--- config.mk ---
export PLATFORM = sky130hd
export DESIGN_NAME = nibble_loader_flat
export DESIGN_NICKNAME = d
export VERILOG_FILES = /design/src/rtl/nibble_loader_if.sv /design/src/rtl/nibble_loader.sv /design/src/flat_wrapper.sv
export SDC_FILE = /design/constraint.sdc
export NUM_CORES = 1
export LEC_CHECK = 0
export CELL_PAD_IN_SITES_DETAIL_PLACEMENT = 1
export CELL_PAD_IN_SITES_GLOBAL_PLACEMENT = 2
export CORE_ASPECT_RATIO = 0.8
export CORE_UTILIZATION = 26
export CTS_CLUSTER_DIAMETER = 100
export CTS_CLUSTER_SIZE = 24
export DETAILED_ROUTE_END_ITERATION = 10
export GPL_TIMING_DRIVEN = 0
export PLACE_DENSITY = 0.71
export REMOVE_ABC_BUFFERS = 1
export SYNTH_ARGS = -nofsm -noshare
export SYNTH_HDL_FRONTEND = slang
export SYNTH_SLANG_ARGS = --single-unit
--- constraint.sdc ---
create_clock -name clk -period 1.6 [get_ports clk]
set_input_delay 0.16 -clock clk [delete_from_list [all_inputs] [get_ports clk]]
set_output_delay 0.16 -clock clk [all_outputs]
set_load 0.005 [all_outputs]
--- src/rtl/nibble_loader_if.sv ---
// nibble_loader_if
//   Host-side word handshake between a host (master) and the nibble loader
//   (slave).
//   word_in    : 16-bit vector to send, lanes [3:0],[7:4],[11:8],[15:12]
//   word_sel   : 1 = weights vector, 0 = inputs vector
//   word_valid : host offers word_in/word_sel
//   word_ready : loader accepts when word_valid is also high
interface nibble_loader_if;
  logic [15:0] word_in;
  logic        word_sel;
  logic        word_valid;
  logic        word_ready;

  modport master (
    output word_in,
    output word_sel,
    output word_valid,
    input  word_ready
  );

  modport slave (
    input  word_in,
    input  word_sel,
    input  word_valid,
    output word_ready
  );
endinterface

--- src/rtl/nibble_loader.sv ---
// nibble_loader
//   Serializes 16-bit weight/input vectors into four 4-bit nibbles (LSB
//   nibble first) for the neuron core's nibble-serial load port, and
//   signals when a full weights/inputs pair has been delivered.
// Ports:
//   clk        : single clock, rising edge
//   rst_n      : synchronous reset, ACTIVE-HIGH (name matches the core port)
//   host       : word handshake (nibble_loader_if.slave)
//   nib_out    : nibble to core ui_in[3:0]
//   nib_sel    : select to core uio_in[7], 1 = weights
//   nib_we     : nibble strobe, core shifts one nibble per high cycle
//   busy       : high while shifting or in the post-word gap
//   pair_done  : one-cycle pulse when a weights and an inputs word completed
//   pair_count : pair_done pulses since reset, wrapping
// All outputs are registered.
module nibble_loader #(
  parameter int GAP_CYCLES = 0,
  parameter int CNT_W      = 8
) (
  input  logic             clk,
  input  logic             rst_n,
  nibble_loader_if.slave   host,
  output logic [3:0]       nib_out,
  output logic             nib_sel,
  output logic             nib_we,
  output logic             busy,
  output logic             pair_done,
  output logic [CNT_W-1:0] pair_count
);

  typedef enum logic [1:0] {
    IDLE  = 2'd0,
    SHIFT = 2'd1,
    GAP   = 2'd2
  } state_t;

  localparam logic             HAS_GAP    = (GAP_CYCLES != 0);
  localparam int unsigned      GAP_LAST_I = (GAP_CYCLES > 0) ? (GAP_CYCLES - 1) : 0;
  localparam logic [3:0]       GAP_LAST   = GAP_LAST_I[3:0];
  localparam logic [CNT_W-1:0] CNT_ONE    = {{(CNT_W-1){1'b0}}, 1'b1};

  state_t           state;
  state_t           state_next;
  logic [1:0]       beat;
  logic [1:0]       beat_next;
  logic [15:0]      shreg;
  logic [15:0]      shreg_next;
  logic [3:0]       gap_cnt;
  logic [3:0]       gap_cnt_next;
  logic             have_w;
  logic             have_w_next;
  logic             have_i;
  logic             have_i_next;
  logic             ready;
  logic             ready_next;
  logic [3:0]       nib_out_next;
  logic             nib_sel_next;
  logic             nib_we_next;
  logic             busy_next;
  logic             pair_done_next;
  logic [CNT_W-1:0] pair_count_next;

  logic accept;
  logic last_beat;
  logic set_w;
  logic set_i;
  logic pair_hit;

  assign accept          = host.word_valid & ready;
  assign last_beat       = (state == SHIFT) && (beat == 2'd3);
  assign host.word_ready = ready;

  // FSM state register
  always_ff @(posedge clk) begin
    if (rst_n) begin
      state <= IDLE;
    end else begin
      state <= state_next;
    end
  end

  // FSM next-state logic
  always_comb begin
    state_next = state;
    case (state)
      IDLE: begin
        if (accept) begin
          state_next = SHIFT;
        end else begin
          state_next = IDLE;
        end
      end
      SHIFT: begin
        if (beat == 2'd3) begin
          if (HAS_GAP) begin
            state_next = GAP;
          end else if (accept) begin
            state_next = SHIFT;
          end else begin
            state_next = IDLE;
          end
        end else begin
          state_next = SHIFT;
        end
      end
      GAP: begin
        if (gap_cnt == GAP_LAST) begin
          state_next = IDLE;
        end else begin
          state_next = GAP;
        end
      end
      default: begin
        state_next = IDLE;
      end
    endcase
  end

  // Next values for the datapath registers and the registered outputs
  always_comb begin
    shreg_next   = shreg;
    beat_next    = beat;
    nib_out_next = nib_out;
    nib_sel_next = nib_sel;
    nib_we_next  = 1'b0;

    // shreg keeps only the nibbles not yet presented on nib_out
    if (accept) begin
      shreg_next   = {4'd0, host.word_in[15:4]};
      beat_next    = 2'd0;
      nib_out_next = host.word_in[3:0];
      nib_sel_next = host.word_sel;
      nib_we_next  = 1'b1;
    end else if ((state == SHIFT) && (beat != 2'd3)) begin
      shreg_next   = {4'd0, shreg[15:4]};
      beat_next    = beat + 2'd1;
      nib_out_next = shreg[3:0];
      nib_we_next  = 1'b1;
    end else begin
      // GAP/IDLE: nib_out and nib_sel hold, strobe low
      nib_we_next  = 1'b0;
    end

    if (state == GAP) begin
      gap_cnt_next = gap_cnt + 4'd1;
    end else begin
      gap_cnt_next = 4'd0;
    end

    // nib_sel still describes the finishing word, even if a new one is
    // accepted in this same cycle.
    set_w    = last_beat & nib_sel;
    set_i    = last_beat & ~nib_sel;
    pair_hit = (have_w | set_w) & (have_i | set_i);

    if (pair_hit) begin
      have_w_next     = 1'b0;
      have_i_next     = 1'b0;
      pair_done_next  = 1'b1;
      pair_count_next = pair_count + CNT_ONE;
    end else begin
      have_w_next     = have_w | set_w;
      have_i_next     = have_i | set_i;
      pair_done_next  = 1'b0;
      pair_count_next = pair_count;
    end

    busy_next = (state_next != IDLE);

    // Without a gap, ready is also offered during beat 3 for back-to-back words.
    if (state_next == IDLE) begin
      ready_next = 1'b1;
    end else if (!HAS_GAP && (state_next == SHIFT) && (beat_next == 2'd3)) begin
      ready_next = 1'b1;
    end else begin
      ready_next = 1'b0;
    end
  end

  // Datapath and output registers
  always_ff @(posedge clk) begin
    if (rst_n) begin
      shreg      <= 16'd0;
      beat       <= 2'd0;
      gap_cnt    <= 4'd0;
      have_w     <= 1'b0;
      have_i     <= 1'b0;
      ready      <= 1'b1;
      nib_out    <= 4'd0;
      nib_sel    <= 1'b0;
      nib_we     <= 1'b0;
      busy       <= 1'b0;
      pair_done  <= 1'b0;
      pair_count <= {CNT_W{1'b0}};
    end else begin
      shreg      <= shreg_next;
      beat       <= beat_next;
      gap_cnt    <= gap_cnt_next;
      have_w     <= have_w_next;
      have_i     <= have_i_next;
      ready      <= ready_next;
      nib_out    <= nib_out_next;
      nib_sel    <= nib_sel_next;
      nib_we     <= nib_we_next;
      busy       <= busy_next;
      pair_done  <= pair_done_next;
      pair_count <= pair_count_next;
    end
  end

endmodule
--- src/flat_wrapper.sv ---
// flat-port wrapper written by rule: the top's interface ports become plain ports
module nibble_loader_flat 
#(
  parameter int GAP_CYCLES = 0,
  parameter int CNT_W      = 8
)
  (clk, rst_n, nib_out, nib_sel, nib_we, busy, pair_done, pair_count, host_word_in, host_word_sel, host_word_valid, host_word_ready);
  nibble_loader_if host_i ();
  input  logic clk;
  input  logic rst_n;
  output logic [3:0] nib_out;
  output logic nib_sel;
  output logic nib_we;
  output logic busy;
  output logic pair_done;
  output logic [CNT_W-1:0] pair_count;
  input wire logic [$bits(host_i.word_in)-1:0] host_word_in;
  input wire logic [$bits(host_i.word_sel)-1:0] host_word_sel;
  input wire logic [$bits(host_i.word_valid)-1:0] host_word_valid;
  output wire logic [$bits(host_i.word_ready)-1:0] host_word_ready;
  assign host_i.word_in = host_word_in;
  assign host_i.word_sel = host_word_sel;
  assign host_i.word_valid = host_word_valid;
  assign host_word_ready = host_i.word_ready;
  nibble_loader #(.GAP_CYCLES(GAP_CYCLES), .CNT_W(CNT_W)) u_core (.clk(clk), .rst_n(rst_n), .host(host_i), .nib_out(nib_out), .nib_sel(nib_sel), .nib_we(nib_we), .busy(busy), .pair_done(pair_done), .pair_count(pair_count));
endmodule
==> flow_metrics.env <==
export IMPL_status="finished, final reports clean"
export IMPL_ir_drop_v=0.000367
export IMPL_synth_enable_flop_cells=0
export IMPL_die_h_um=72.2
export IMPL_clock_latency_ps=290
export IMPL_min_period_ps=1540
export IMPL_period_share_pct=96.5
export IMPL_p_leak_uw=0.000823
export IMPL_synthToLayoutAreaGrowth_pct=41.0
export IMPL_portBuffers=36
export IMPL_pwr_share_seq_pct=46.5
export IMPL_crit_path_max_incr_delay_ps=370
export IMPL_nets=249
export IMPL_r2r_setup_slack_ps=60
export IMPL_routedWlPerCell_um=12.8
export IMPL_drtAntennaViolNets=0
export IMPL_start_kind="flop"
export IMPL_ys_ff_latch=39
export IMPL_synth_most_common_cell="dfxtp_1"
export IMPL_vias_per_cell=4.59
export IMPL_drc=0
export IMPL_cp_max_fo=4
export IMPL_dp_hpwl_um=2480
export IMPL_ys_seq_area_share_pct=48.7
export IMPL_grt_met2_usage_pct=21.0
export IMPL_clkPwrFrac_pct=43.1
export IMPL_endpoint="u_core.host.word_ready"
export IMPL_met1_usage_pct=17.5
export IMPL_max_slew_worst_pin_slew_ps=720
export IMPL_dominantRegCellSynth="dfxtp_1"
export IMPL_crit_chain="ha_4 -> buf_4 -> nor3b_4 -> nand2_1 -> or3_1 -> a31oi_1"
export IMPL_required_ps=1820
export IMPL_rsz0062_at_grt="true"
export IMPL_setup_worst_path_start="u_core.beat[0]"
export IMPL_fin_skew_ps=6.25
export IMPL_grtUsageTotal_pct=13.4
export IMPL_switching_share_pct=21.6
export IMPL_num_antenna_cells=0
export IMPL_drv_slew=0
export IMPL_place_inst=291
export IMPL_synth_area_leaders="dfxtp_1, nand2_1, a311oi_1, nor2_1, a21oi_1"
export IMPL_finalHoldViolCount=0
export IMPL_drive_above_1_share_pct=12.4
export IMPL_cts_hold_buffers=0
export IMPL_worstPathArrival_ps=1760
export IMPL_ys_async_sr_fraction_pct=0
export IMPL_wl_um=3940
export IMPL_grt_pass1_wl_um=6900
export IMPL_dr_pass1_iters=4
export IMPL_grt_use_met3_pct=3.67
export IMPL_ctsRootBufferMaster="clkbuf_8"
export IMPL_p_sw_uw=486
export IMPL_drt_iter0_markers=49
export IMPL_synth_area_um2=1600
export IMPL_synth_commonest_cells="dfxtp_1, nand2_1, nor2_1"
export IMPL_fillCellCount=699
export IMPL_dieArea_um2=6480
export IMPL_syn_avg_cell_area_um2=8.62
export IMPL_p_per_area_nw_per_um2=996
export IMPL_grt_busiest_layer="met2"
export IMPL_clock_sinks=39
export IMPL_ys_types=32
export IMPL_final_cell_count_no_fill=307
export IMPL_p_comb_share_pct=10.3
export IMPL_slew_headroom_pct=52.0
export IMPL_cts_buffers=5
export IMPL_h_tree_depth=2
export IMPL_ys_warn_count=0
export IMPL_start_util_pct=27.0
export IMPL_placeableCoreArea_um2=5940
export IMPL_hp_class="in -> reg"
export IMPL_worstRegToRegCells=6
export IMPL_rr_startpoint="u_core.beat[0]"
export IMPL_synth_top_area_share_pct=48.7
export IMPL_timing_rr_end="u_core.host.word_ready"
export IMPL_crit_path_top_delay_cell="dfxtp_4"
export IMPL_max_freq_ghz=0.648
export IMPL_end_kind="flop"
export IMPL_intPower_uw=1760
export IMPL_maxCapViolations=0
export IMPL_fp_row_count=25
export IMPL_grt_overflow_total=0
export IMPL_yosysTopAreaCell="dfxtp_1"
export IMPL_grt_max_degree=34
export IMPL_setup_tns_ps=0
export IMPL_setup_violations=0
export IMPL_gp_congestion=0.675
export IMPL_die_w_um=89.8
export IMPL_cts_tree="yes"
export IMPL_clockBufferDepth=2
export IMPL_io_pins=37
export IMPL_clkTransAtPathRegs_ps=80
export IMPL_first_global_vias=1453
export IMPL_antenna_found_initial=0
export IMPL_critical_path_class="reg -> reg"
export IMPL_syn_inst=186
export IMPL_vias=1410
## flip-flops by register name, indices dropped and copies added (netlist names), 2 cells and up
signal / flops
u_core.nib_out: 4
u_core.gap_cnt: 4
u_core.beat: 2
u_core.pair_count: 8
u_core.state: 2
u_core.shreg: 12
## metrics by stage
step | cell area [um^2] | power, uW | setup slack [ps] | hold slack, ps | util [%]
global placement | 2010 | 1290 | -773 | 447 | 33.9
global route | 2260 | 2360 | -23.4 | 419 | 38.0
finish | 2260 | 2250 | 56.1 | 407 | 38.0
CTS | 2240 | 2280 | 16.8 | 405 | 37.6
floorplan | 1550 | 1160 | -148 | 229 | -
detailed placement | 2010 | 1290 | -749 | 464 | 33.9
## worst max-delay path: cells and delay by family (launching register included)
kind                       cells  cell delay (ps)
adders and majority gates      1              170
and+or+nand+nor                3              630
buffers and inverters          1              130
AOI/OAI and AO/OA              1              170
DFF                            1              370
## power by group through the flow
stage	clock, uW	sequential [uW]	combinational (uW)
6_report	970	1050	233
3_5_place_dp	0	1070	222
3_3_place_gp	0	1070	220
2_1_floorplan	0	1060	94.7
5_1_grt	1040	1050	260
4_1_cts	1010	1050	233
## area by class of cell
type                       instances  area [um^2]  area share, %
clock buffer                       6         72.6           3.21
clock inverter                     2         60.1           2.66
inverter                           3         11.3          0.498
multi-input combinational        132          802           35.5
sequential                        39          787           34.8
tap                               81          101           4.49
timing repair buffer              44          425           18.8
## per-layer routing
metal,wire (um),vias to the layer above
li1,-,724
met1,2000,661
met2,1750,21
met3,145,4
met4,42,0
met5,0,-
## layout by cell type, fill, tap and decap left out, types with 2 or more instances in the layout
cell type        count
ha_1                 3
mux2i_1              2
nor2_1              21
xor2_1               2
a311oi_1            12
inv_1                3
dfxtp_2              2
dfxtp_1             36
nand3_1              8
a21oi_1             14
clkdlybuf4s50_1     35
clkbuf_8             5
nor3_1               3
nand4_1              2
bufinv_16            2
buf_4                7
xnor2_1              2
or3_1                6
o21ai_0              5
nand2_1             35
## kinds of logic (layout without fill, tap and decap cells)
group           Yosys count  after routing  synth area share, %
mux                       3              3                 1.87
xor+xnor                  4              4                 2.19
simple gates             85             85                 24.9
buf+inv                  15             55                 3.98
flops                    39             39                 48.7
compound gates           36             36                 15.2
fa+ha+maj                 4              4                 3.12
## how the worst min path moves through the flow
stage                       from                 to  slack [ps]  cells past startpoint
2_1_floorplan              rst_n     u_core.nib_sel         230                      1
3_3_place_gp   u_core.gap_cnt[0]  u_core.gap_cnt[0]         450                      1
3_5_place_dp     u_core.shreg[9]    u_core.shreg[9]         460                      2
4_1_cts            host_word_sel     u_core.nib_sel         410                      3
5_1_grt         host_word_in[14]   u_core.shreg[10]         420                      3
6_report           host_word_sel     u_core.nib_sel         410                      3
## timing repair
action | in CTS | in global routing
setup buffers | 7 | 1
endpoints found under the setup margin | 35 | 9
gates resized for setup | 12 | 5
pin swaps | 2 | 5
Power figures use the tool's default switching activity.
